--- src/rtl/cat_recognizer_apb_sequencer_if.sv ---
// APB bus between the job sequencer (master) and the cat_recognizer slave port.
// The recognizer has no PREADY, so every transfer is a fixed two-cycle SETUP/ACCESS pair.
interface cat_recognizer_apb_sequencer_if #(
  parameter int Amba_Word       = 24,
  parameter int Amba_Addr_Depth = 13
);
  logic [Amba_Addr_Depth-1:0] PADDR;
  logic                       PSEL;
  logic                       PENABLE;
  logic                       PWRITE;
  logic [Amba_Word-1:0]       PWDATA;
  logic [Amba_Word-1:0]       PRDATA;

  modport master (
    output PADDR, PSEL, PENABLE, PWRITE, PWDATA,
    input  PRDATA
  );

  modport slave (
    input  PADDR, PSEL, PENABLE, PWRITE, PWDATA,
    output PRDATA
  );
endinterface

--- src/rtl/cat_recognizer_apb_sequencer.sv ---
// Runs one classification job on cat_recognizer: streams source words into consecutive
// data addresses, writes the start bit, polls the control register until the recognizer
// clears it (or the poll budget runs out) and reports the latched result with a done pulse.
module cat_recognizer_apb_sequencer #(
  parameter int Amba_Word        = 24,
  parameter int Amba_Addr_Depth  = 13,
  parameter int Weight_precision = 5,
  parameter int Ctrl_Addr        = 0,
  parameter int Data_Base        = 1,
  parameter int Poll_Gap         = 4,
  parameter int Timeout_Polls    = 1024
) (
  input  logic                       clk,
  input  logic                       rst,
  input  logic                       job_start,
  input  logic [Amba_Addr_Depth-1:0] job_len,
  input  logic                       src_valid,
  input  logic [Amba_Word-1:0]       src_data,
  output logic                       src_ready,
  cat_recognizer_apb_sequencer_if.master apb,
  input  logic                       CatRecOut,
  output logic                       busy,
  output logic                       done,
  output logic                       result,
  output logic                       timeout_err
);

  // Length and address carry one extra bit so the clamp value and the post-increment
  // address after the very last data word are representable.
  localparam int LW = Amba_Addr_Depth + 1;
  localparam logic [LW-1:0] MaxLen   = LW'((2 ** Amba_Addr_Depth) - Data_Base);
  localparam logic [LW-1:0] DataBase = LW'(Data_Base);
  localparam logic [Amba_Addr_Depth-1:0] CtrlAddr = Amba_Addr_Depth'(Ctrl_Addr);
  localparam int PollW = $clog2(Timeout_Polls + 1);
  localparam logic [PollW-1:0] PollLast = PollW'(Timeout_Polls - 1);
  localparam int GapW = (Poll_Gap > 1) ? $clog2(Poll_Gap) : 1;
  localparam logic [GapW-1:0] GapLast = GapW'((Poll_Gap > 0) ? Poll_Gap - 1 : 0);
  // Kept only so the parameter list matches cat_recognizer.
  localparam int unused_weight_precision = Weight_precision;

  typedef enum logic [3:0] {
    IDLE, FETCH, W_SETUP, W_ACCESS, S_SETUP, S_ACCESS, GAP, R_SETUP, R_ACCESS, DONE
  } state_t;

  state_t state_reg, state_next;
  logic [LW-1:0] addr_reg, addr_next;
  logic [LW-1:0] len_reg, len_next;
  logic [PollW-1:0] poll_reg, poll_next;
  logic [GapW-1:0] gap_reg, gap_next;
  logic result_reg, result_next;
  logic timeout_reg, timeout_next;
  logic busy_reg, busy_next;
  logic done_reg, done_next;
  logic psel_reg, psel_next;
  logic penable_reg, penable_next;
  logic pwrite_reg, pwrite_next;
  logic [Amba_Addr_Depth-1:0] paddr_reg, paddr_next;
  logic [Amba_Word-1:0] pwdata_reg, pwdata_next;
  logic [LW-1:0] job_len_ext;

  // Only the busy bit of the status register matters.
  logic unused_prdata;
  assign unused_prdata = ^apb.PRDATA[Amba_Word-1:1];

  assign job_len_ext = {1'b0, job_len};

  // State register.
  always_ff @(posedge clk or negedge rst) begin
    if (!rst) state_reg <= IDLE;
    else      state_reg <= state_next;
  end

  // Next state, datapath updates, and bus values for the coming cycle (decoded from state_next
  // so every bus output leaves a flop).
  always_comb begin
    state_next   = state_reg;
    addr_next    = addr_reg;
    len_next     = len_reg;
    poll_next    = poll_reg;
    gap_next     = gap_reg;
    result_next  = result_reg;
    timeout_next = timeout_reg;
    paddr_next   = paddr_reg;
    pwdata_next  = pwdata_reg;
    src_ready    = 1'b0;

    case (state_reg)
      IDLE: begin
        if (job_start) begin
          len_next     = (job_len_ext > MaxLen) ? MaxLen : job_len_ext;
          addr_next    = DataBase;
          result_next  = 1'b0;
          timeout_next = 1'b0;
          state_next   = (len_next != '0) ? FETCH : S_SETUP;
        end
      end
      FETCH: begin
        src_ready = src_valid;
        if (src_valid) begin
          pwdata_next = src_data;
          state_next  = W_SETUP;
        end
      end
      W_SETUP: state_next = W_ACCESS;
      W_ACCESS: begin
        addr_next  = addr_reg + 1'b1;
        len_next   = len_reg - 1'b1;
        state_next = (len_next != '0) ? FETCH : S_SETUP;
      end
      S_SETUP: state_next = S_ACCESS;
      S_ACCESS: begin
        poll_next  = '0;
        gap_next   = '0;
        state_next = (Poll_Gap == 0) ? R_SETUP : GAP;
      end
      GAP: begin
        if (gap_reg == GapLast) begin
          gap_next   = '0;
          state_next = R_SETUP;
        end else begin
          gap_next = gap_reg + 1'b1;
        end
      end
      R_SETUP: state_next = R_ACCESS;
      R_ACCESS: begin
        if (!apb.PRDATA[0]) begin
          result_next = CatRecOut;
          state_next  = DONE;
        end else if (poll_reg == PollLast) begin
          timeout_next = 1'b1;
          result_next  = 1'b0;
          state_next   = DONE;
        end else begin
          poll_next  = poll_reg + 1'b1;
          gap_next   = '0;
          state_next = (Poll_Gap == 0) ? R_SETUP : GAP;
        end
      end
      DONE: state_next = IDLE;
      default: state_next = IDLE;
    endcase

    psel_next    = state_next inside {W_SETUP, W_ACCESS, S_SETUP, S_ACCESS, R_SETUP, R_ACCESS};
    penable_next = state_next inside {W_ACCESS, S_ACCESS, R_ACCESS};
    pwrite_next  = state_next inside {W_SETUP, W_ACCESS, S_SETUP, S_ACCESS};
    if (state_next == W_SETUP) paddr_next = addr_reg[Amba_Addr_Depth-1:0];
    if (state_next == S_SETUP || state_next == R_SETUP) paddr_next = CtrlAddr;
    if (state_next == S_SETUP) pwdata_next = Amba_Word'(1);
    busy_next = (state_next != IDLE);
    done_next = (state_next == DONE);
  end

  // Datapath and registered outputs.
  always_ff @(posedge clk or negedge rst) begin
    if (!rst) begin
      addr_reg    <= '0;
      len_reg     <= '0;
      poll_reg    <= '0;
      gap_reg     <= '0;
      result_reg  <= 1'b0;
      timeout_reg <= 1'b0;
      busy_reg    <= 1'b0;
      done_reg    <= 1'b0;
      psel_reg    <= 1'b0;
      penable_reg <= 1'b0;
      pwrite_reg  <= 1'b0;
      paddr_reg   <= '0;
      pwdata_reg  <= '0;
    end else begin
      addr_reg    <= addr_next;
      len_reg     <= len_next;
      poll_reg    <= poll_next;
      gap_reg     <= gap_next;
      result_reg  <= result_next;
      timeout_reg <= timeout_next;
      busy_reg    <= busy_next;
      done_reg    <= done_next;
      psel_reg    <= psel_next;
      penable_reg <= penable_next;
      pwrite_reg  <= pwrite_next;
      paddr_reg   <= paddr_next;
      pwdata_reg  <= pwdata_next;
    end
  end

  assign apb.PSEL    = psel_reg;
  assign apb.PENABLE = penable_reg;
  assign apb.PWRITE  = pwrite_reg;
  assign apb.PADDR   = paddr_reg;
  assign apb.PWDATA  = pwdata_reg;
  assign busy        = busy_reg;
  assign done        = done_reg;
  assign result      = result_reg;
  assign timeout_err = timeout_reg;

endmodule

--- src/flat_wrapper.sv ---
// flat-port wrapper written by rule: the top's interface ports become plain ports
module cat_recognizer_apb_sequencer_flat 
#(
  parameter int Amba_Word        = 24,
  parameter int Amba_Addr_Depth  = 13,
  parameter int Weight_precision = 5,
  parameter int Ctrl_Addr        = 0,
  parameter int Data_Base        = 1,
  parameter int Poll_Gap         = 4,
  parameter int Timeout_Polls    = 1024
)
  (clk, rst, job_start, job_len, src_valid, src_data, src_ready, CatRecOut, busy, done, result, timeout_err, apb_PADDR, apb_PSEL, apb_PENABLE, apb_PWRITE, apb_PWDATA, apb_PRDATA);
  cat_recognizer_apb_sequencer_if #(.Amba_Word(Amba_Word), .Amba_Addr_Depth(Amba_Addr_Depth)) apb_i ();
  input  logic clk;
  input  logic rst;
  input  logic job_start;
  input  logic [Amba_Addr_Depth-1:0] job_len;
  input  logic src_valid;
  input  logic [Amba_Word-1:0] src_data;
  output logic src_ready;
  input  logic CatRecOut;
  output logic busy;
  output logic done;
  output logic result;
  output logic timeout_err;
  output wire logic [$bits(apb_i.PADDR)-1:0] apb_PADDR;
  output wire logic [$bits(apb_i.PSEL)-1:0] apb_PSEL;
  output wire logic [$bits(apb_i.PENABLE)-1:0] apb_PENABLE;
  output wire logic [$bits(apb_i.PWRITE)-1:0] apb_PWRITE;
  output wire logic [$bits(apb_i.PWDATA)-1:0] apb_PWDATA;
  input wire logic [$bits(apb_i.PRDATA)-1:0] apb_PRDATA;
  assign apb_PADDR = apb_i.PADDR;
  assign apb_PSEL = apb_i.PSEL;
  assign apb_PENABLE = apb_i.PENABLE;
  assign apb_PWRITE = apb_i.PWRITE;
  assign apb_PWDATA = apb_i.PWDATA;
  assign apb_i.PRDATA = apb_PRDATA;
  cat_recognizer_apb_sequencer #(.Amba_Word(Amba_Word), .Amba_Addr_Depth(Amba_Addr_Depth), .Weight_precision(Weight_precision), .Ctrl_Addr(Ctrl_Addr), .Data_Base(Data_Base), .Poll_Gap(Poll_Gap), .Timeout_Polls(Timeout_Polls)) u_core (.clk(clk), .rst(rst), .job_start(job_start), .job_len(job_len), .src_valid(src_valid), .src_data(src_data), .src_ready(src_ready), .apb(apb_i), .CatRecOut(CatRecOut), .busy(busy), .done(done), .result(result), .timeout_err(timeout_err));
endmodule
--- config.mk ---
export PLATFORM = sky130hd
export DESIGN_NAME = cat_recognizer_apb_sequencer_flat
export DESIGN_NICKNAME = d
export VERILOG_FILES = /design/src/rtl/cat_recognizer_apb_sequencer_if.sv /design/src/rtl/cat_recognizer_apb_sequencer.sv /design/src/flat_wrapper.sv
export SDC_FILE = /design/constraint.sdc
export NUM_CORES = 1
export LEC_CHECK = 0
export CORE_MARGIN = 1.5
export CORE_UTILIZATION = 54
export CTS_CLUSTER_DIAMETER = 40
export DETAILED_ROUTE_END_ITERATION = 10
export PLACE_DENSITY = 0.86
export SETUP_SLACK_MARGIN = 0.2
export SYNTH_ARGS = -nofsm -noshare
export SYNTH_HDL_FRONTEND = slang
export SYNTH_SLANG_ARGS = --single-unit
--- constraint.sdc ---
create_clock -name clk -period 4.35 [get_ports clk]
set_input_delay 0.435 -clock clk [delete_from_list [all_inputs] [get_ports clk]]
set_output_delay 0.435 -clock clk [all_outputs]
set_load 0.005 [all_outputs]
==> impl_summary.md, run 1 <==
Power and ir drop
For this design the ratio of total power to cell area is 608 nW/um^2. The maximum vdd ir drop is 0.267 mV. For this design the static power due to leakage is 0.00232 uW.

Finish
Compared with the post-synthesis result, the final layout area differs by 25.2%. The register with the most flip-flops in the layout has 24 of them. The post-route netlist has 9.47% of its cells at a drive strength greater than 1. The final net count is 647.

0 antenna diodes ended up in the layout.

Setup path
For the worst setup path, the data required time is 3.91 ns. The worst setup path is launched from a flop. The cell family contributing the most delay on the critical path is buffers and inverters.

The critical path class is flop to primary output. STA puts the critical path data arrival time at 3.00 ns. The peak fanout along the critical path is 25. The capturing element type of the critical path is a primary output. Measured in cells, the most critical reg-to-reg path has a length of 8. The worst stage delay on the critical path is 0.63 ns.

The standard cell with the maximum stage delay on the critical path is dfrtp_1. The number of buffers and inverters on the critical path is 3. The critical path runs through a total of 5 cells. The critical path goes through nor2b_1 > nand3_1 > buf_4 > inv_1 > clkdlybuf4s50_1.

Die
The site row count is 33. The total I/O pin count is 111. The region available for standard cell placement spans 8130 um^2. The die is 94.4 um tall. The starting utilization of the core area is 55.5%. The floorplan die width is 94.4 um. The die covers 8910 um^2.

Global route
The met1 track demand over resource in global routing is 33.7%. The met2 routing resource usage after global routing is 43.3%. The pin count of the biggest net entering global routing is 89.

The wire length of the first global-routing pass is 17900 um. The global-route usage over all layers is 25.8%. The number of global-route vias before repair is 3828. The peak-usage layer in the global routing report is met2. The fraction of met3 tracks used by global routing is 4.51%.

After global routing the overflow that remains totals 0. The initial antenna violation count came to 0.

Hold path
The class of the worst hold path is input port to asynchronous set/reset pin.

Clock tree
Gates resized during post-CTS repair numbered 0. TritonCTS built the clock tree. The H-tree generated during clock tree synthesis spans 3 levels. The clock buffer count from CTS is 9. The clock slew at the register clock pins of the worst setup and hold paths is 0.09 ns. The root buffer cell is clkbuf_8. No sink is reached through more buffers than the 2 on the longest clock path.

The later pin in the worst-skew pair is clocked with a latency of 0.35 ns. The number of sinks handled by clock tree synthesis is 88. Once the clock tree was built, the setup fixing pass inserted 0 buffers. The hold buffer count at CTS is 0.

Synthesis
Yosys printed 0 warnings. Synthesis produced a netlist with a net count of 569. For this run, the register share of the synthesized area comes to 48.8%. The library cell occupying the most area in the post-synthesis netlist is dfrtp_1.

Counting instances in the post-synthesis netlist gives the leading cell types as 88 x dfrtp_1, 80 x nor2_1, 68 x nand2_1. Counting flops with a built-in enable in the synthesized netlist gives 0. The most common flop cell mapped by yosys is dfrtp_1. Dividing the synthesized area by the synthesized cell count gives 9.06 um^2. The number of storage elements in the synthesis netlist is 88. In the post-synthesis netlist, the biggest area contributors are dfrtp_1 49%, nor2_1 6.7%, nand2_1 5.7%.

The netlist area before placement is 4510 um^2. Synthesis handed over a netlist of 498 instances. The synthesized design devotes to its leading area cell type 48.8% of total area. For this run, asynchronously set or reset flops after synthesis account for 100%. The distinct cell type count of the synthesized netlist is 60.

Yosys instantiated no cell more often than dfrtp_1.

Route
Dividing the detail-routed via count by the number of cells gives 5.95. After detailed routing, the number of remaining DRC violations is 0. The number of vias in the routed layout is 4083. The count of nets left with antenna violations once routing finished came out at 0. The pre-antenna-repair detailed-routing pass consisted of 5 iterations. The final layout contains routed wiring with a total length of 11100 um. The wire length per cell is 16.2 um.

The DRC marker count from the first detailed-route iteration is 320.

Placed design
The port buffer count is 87. At the placement stage, the worst setup path has a slack of 1.24 ns. The weighted congestion reported at the end of routability-driven placement is 0.920. The final HPWL from detailed placement is 7720 um.

STA
The final count of hold timing violations is 0. Counting I/O delays and the setup requirement, the final critical path takes 3.43 ns. The highest attainable clock frequency is 291 MHz.

Setup violations remaining at the end of the flow were counted as 0. Setup repair after global routing left no endpoint under its margin. The accumulated negative setup slack is 0 ns. The period utilization is 78.9%. In this run the tightest slew margin relative to its limit is 26.9%.

The number of slew-limit violations in the final report was 0. At the pin with the least slew margin, the transition time is 1.10 ns. The final clock skew is 0.0113 ns. The final worst-path setup slack is 0.919 ns.

Status
The run finished with clean final reports.

Job
Across the run, the number of max-cap violations was 0.
layer usage:
layer	share of wire, %	wire length, um
met1	41	4620
met2	50	5620
met3	6.2	689
met4	1.9	207
met5	0	0
where the power goes:
group / switching [uW] / internal (uW)
clock: 292 / 295
combinational: 760 / 732
sequential: 274 / 1080
total: 1330 / 2110
logic make-up (layout without fill, tap and decap cells):
group,count (synthesis),in the layout,share of synthesized area (%)
DFF,88,88,48.8
adders and majority gates,5,5,1.39
buffers and inverters,35,118,3.58
muxes,1,1,0.222
and+or+nand+nor,256,256,29.6
xor gates and xnor gates,8,8,1.55
AOI/OAI and AO/OA,105,105,14.9
worst paths after layout:
path	from	endpoint	slack, ns
worst max-delay path	u_core.state_reg[0]	src_ready	0.92
worst min-delay path	rst	u_core.poll_reg[4]	0.27
worst max register to register	u_core.state_reg[0]	u_core.apb.PWDATA[11]	1.32
worst min register to register	u_core.timeout_err	u_core.timeout_err	0.51
max in group asynchronous	rst	u_core.gap_reg[0]	3.37
min in group clk	u_core.timeout_err	u_core.timeout_err	0.51
cell type report:
type	count	area [um^2]
Fill cell	604	2480
Sequential cell	88	2200
Inverter	7	26.3
Timing Repair Buffer	95	928
Clock buffer	11	151
Multi-Input combinational cell	375	2150
Clock inverter	5	55.1
Tap cell	105	131
placed cells by master (no fill, tap or decap), drive strengths merged, types with 7 or more instances in the layout:
master | netlist | layout
a21oi | 14 | 14
dfrtp | 88 | 88
buf | 10 | 9
clkdlybuf4s50 | 0 | 86
o21ai | 47 | 47
a211oi | 7 | 7
nor4 | 8 | 8
inv | 7 | 7
xnor2 | 7 | 7
nor3 | 31 | 31
nor2 | 80 | 80
nand2 | 68 | 68
clkbuf | 18 | 11
nand3 | 23 | 23
through the flow:
step	area (um^2)	power [uW]	utilization [%]	hold slack (ns)	instances
2_1_floorplan	4510	2210	-	0.139	498
3_3_place_gp	5440	2770	66.9	0.478	670
3_5_place_dp	5440	2840	66.9	0.490	670
4_1_cts	5650	3430	69.5	0.318	686
5_1_grt	5650	3670	69.5	0.345	686
6_report	5650	3440	69.5	0.272	686
(Power assumes the default switching activity.)
==> run 2, diff against run 1 <==
--- a/config.mk
+++ b/config.mk
@@ -6,10 +6,10 @@
 export NUM_CORES = 1
 export LEC_CHECK = 0
 export CORE_MARGIN = 1.5
-export CORE_UTILIZATION = 54
+export CORE_UTILIZATION = 45
 export CTS_CLUSTER_DIAMETER = 40
 export DETAILED_ROUTE_END_ITERATION = 10
-export PLACE_DENSITY = 0.86
+export PLACE_DENSITY = 0.77
 export SETUP_SLACK_MARGIN = 0.2
 export SYNTH_ARGS = -nofsm -noshare
 export SYNTH_HDL_FRONTEND = slang
==> constraint.sdc (replaced) <==
create_clock -name clk -period 2.98 [get_ports clk]
set_input_delay 0.298 -clock clk [delete_from_list [all_inputs] [get_ports clk]]
set_output_delay 0.298 -clock clk [all_outputs]
set_load 0.005 [all_outputs]
==> impl_summary.md, run 2 (same netlist as run 1, synthesis figures left out) <==
Clock tree
The root buffer cell was clkbuf_8 (unchanged). The clock buffer count from CTS was 9 (unchanged). The number of sinks handled by clock tree synthesis is 88 (unchanged). The buffer count from post-CTS setup fixing is 0 (unchanged).

The number of levels the H-tree was split into is 3 (unchanged). The clock tree from TritonCTS is done (unchanged). The buffer levels on the longest clock path is 2 (unchanged). The clock slew at the register clock pins of the worst setup and hold paths is 0.10 ns (was 0.09 ns). The clock latency reported for the late side of the worst-skew pair is 0.37 ns (was 0.35 ns).

STA
The number of slew-limit violations in the final report is 0 (unchanged). The number of setup violations in the final report is 0 (unchanged). After layout, the worst path uses 84.2% of the clock period. The worst-margin pin slew is 0.600 ns (was 1.10 ns). RSZ-0062 raised after global routing: no (unchanged). The final count of hold timing violations is 0 (unchanged). The accumulated negative setup slack is 0 ns (unchanged). The relative slew slack came to 60.0% (was 26.9%).

The highest attainable clock frequency is 398 MHz. The minimum clock period is 2.51 ns. The final clock skew is 0.0135 ns (was 0.0113 ns).

Finish
The area growth from synthesis to final layout is 27.5% (was 25.2%). The most common cell after layout, fill and taps aside is dfrtp_1 (unchanged). Most frequent cells in the layout: 88 x dfrtp_1, 86 x clkdlybuf4s50_1, 80 x nor2_1 (unchanged). The number of diodes is 0 (unchanged). The count of placed standard cells in the final layout, fillers left out is 720 (was 686). The layout cell share with drive strength beyond 1 was 10.4% (was 9.47%). The number of flip-flops in the largest register was 24 (unchanged). The final net count is 653 (was 647). The final standard cell utilization of the core came to 59.1% (was 69.5%).

Die
The die span in y is 103 um (was 94.4 um). The starting utilization of the core area is 46.4% (was 55.5%). The site row count came to 36 (was 33).

The core outline area is 9730 um^2 (was 8130 um^2). The total I/O pin count is 111 (unchanged). The floorplan die width is 103 um (was 94.4 um). The overall die area is 10600 um^2 (was 8910 um^2).

Setup path
The standard cell with the maximum stage delay on the critical path is dfrtp_1 (unchanged). The peak fanout along the critical path was 15 (was 25). The depth of the worst register-to-register path is 5 (was 8). The kind of start point of the critical path is a flop (unchanged). The critical path class is flop to flop (was flop to primary output).

The worst stage delay on the critical path is 0.61 ns (was 0.63 ns). The number of buffers and inverters on the critical path was 0 (was 3). The beginning of the critical path is u_core.state_reg[0] (unchanged). The dominant delay contributor by cell family on the critical path is simple AND/OR/NAND/NOR gates (was buffers and inverters). The data arrival at the endpoint of the critical path is 2.77 ns (was 3.00 ns). The beginning of the worst register-to-register path is u_core.state_reg[0] (unchanged). Cell Chain, Critical Path: nor2b_1 > nand3b_1 > nand2_1 > o21ai_0 > a221o_1 (was nor2b_1 > nand3_1 > buf_4 > inv_1 > clkdlybuf4s50_1). The critical path required time is 3.24 ns (was 3.91 ns).

The capturing element type of the critical path is a flop (was primary output). The critical path depth is 5 (unchanged).

Route
The aggregate routed wire length was 11100 um (about the same). The final antenna-violating net count was 0 (unchanged). The wire length per cell is 15.4 um (was 16.2 um).

The number of vias in the routed layout is 3970 (was 4083). The total DRC errors in the routed layout is 0 (unchanged). The mean number of vias per cell came to 5.51 (was 5.95). The DRC marker count from the first detailed-route iteration is 214 (was 320). The number of iterations in the first detailed-routing pass is 5 (unchanged).

Global route
The initial antenna violation count is 0 (unchanged). The wire length of the first global-routing pass is 18000 um (was 17900 um). The global-route usage over all layers came to 21.7% (was 25.8%). The pin count of the biggest net entering global routing was 46 (was 89). The global-route congestion overflow total is 0 (unchanged). The number of global-route vias before repair is 3740 (was 3828).

Placed design
The count of placed standard cells including taps is 703 (was 670). The port buffer count was 87 (unchanged). The weighted congestion reported at the end of routability-driven placement is 0.868 (was 0.920).

The final HPWL from detailed placement was 7790 um (was 7720 um).

Hold path
The class of the worst hold path is input port to asynchronous set/reset pin (unchanged).

Power and ir drop
The total power draw is 5030 uW (was 3440 uW). The maximum vdd ir drop is 0.315 mV (was 0.267 mV). The standby leakage power is 0.00235 uW (was 0.00232 uW). The power density over the cells is 876 nW/um^2 (was 608 nW/um^2).

Job
The number of max-cap violations was 0 (unchanged).

Status
Status: finished clean (unchanged).
[run 2: cell types whose count changed in the layout (fill, tap and decap cells not counted)]
cell | before | now
buf_4 | 9 | 13
clkbuf_8 | 11 | 9
ha_1 | 5 | 4
inv_8 | 0 | 2
clkinv_2 | 2 | 0
ha_2 | 0 | 1
dlygate4sd3_1 | 0 | 1
inv_6 | 0 | 2
buf_12 | 0 | 1
[run 2: worst paths after layout]
check / to / slack (ns)
worst max register to register: u_core.len_reg[9] / 0.47
min in group clk: u_core.apb.PWDATA[0] / 0.49
worst max-delay path: u_core.len_reg[9] / 0.47
worst min-delay path: u_core.poll_reg[6] / 0.47
worst min register to register: u_core.timeout_err / 0.51
max in group asynchronous: u_core.gap_reg[0] / 1.75
[run 2: layout make-up]
class	instances	area (um^2)
clock buffer	9	124
clock inverter	7	85.1
fill	859	3980
inverter	7	26.3
multi-input combinational	375	2160
sequential	88	2200
tap	133	166
timing repair buffer	101	988
[run 2: power by group]
part | switching (uW) | internal [uW]
clock | 479 | 405
sequential | 385 | 1580
combinational | 1090 | 1100
total | 1950 | 3080
[run 2: layer usage]
metal | share of wire, % | global-route usage, % | vias to the layer above
met2 | 51 | 36.3 | 87
li1 | - | - | 1925
met4 | 2.0 | 9.04 | 0
met5 | 0 | 0 | -
met1 | 44 | 28.5 | 1941
met3 | 3.6 | 2.92 | 17
[run 2: stage by stage]
stage	cell area, um^2	setup WS [ns]	hold slack (ns)
after floorplan	4510	0.862	0.00241
after global placement	5530	0.210	0.332
after detailed placement	5530	0.172	0.340
after CTS	5750	0.422	0.487
after global routing	5750	0.222	0.506
final	5750	0.470	0.473
[run 2: timing repair]
item                       4_1_cts  5_1_grt
hold buffers                     1        0
hold endpoints to repair        43        0
resized for setup                0        1
setup endpoints to repair        0       15
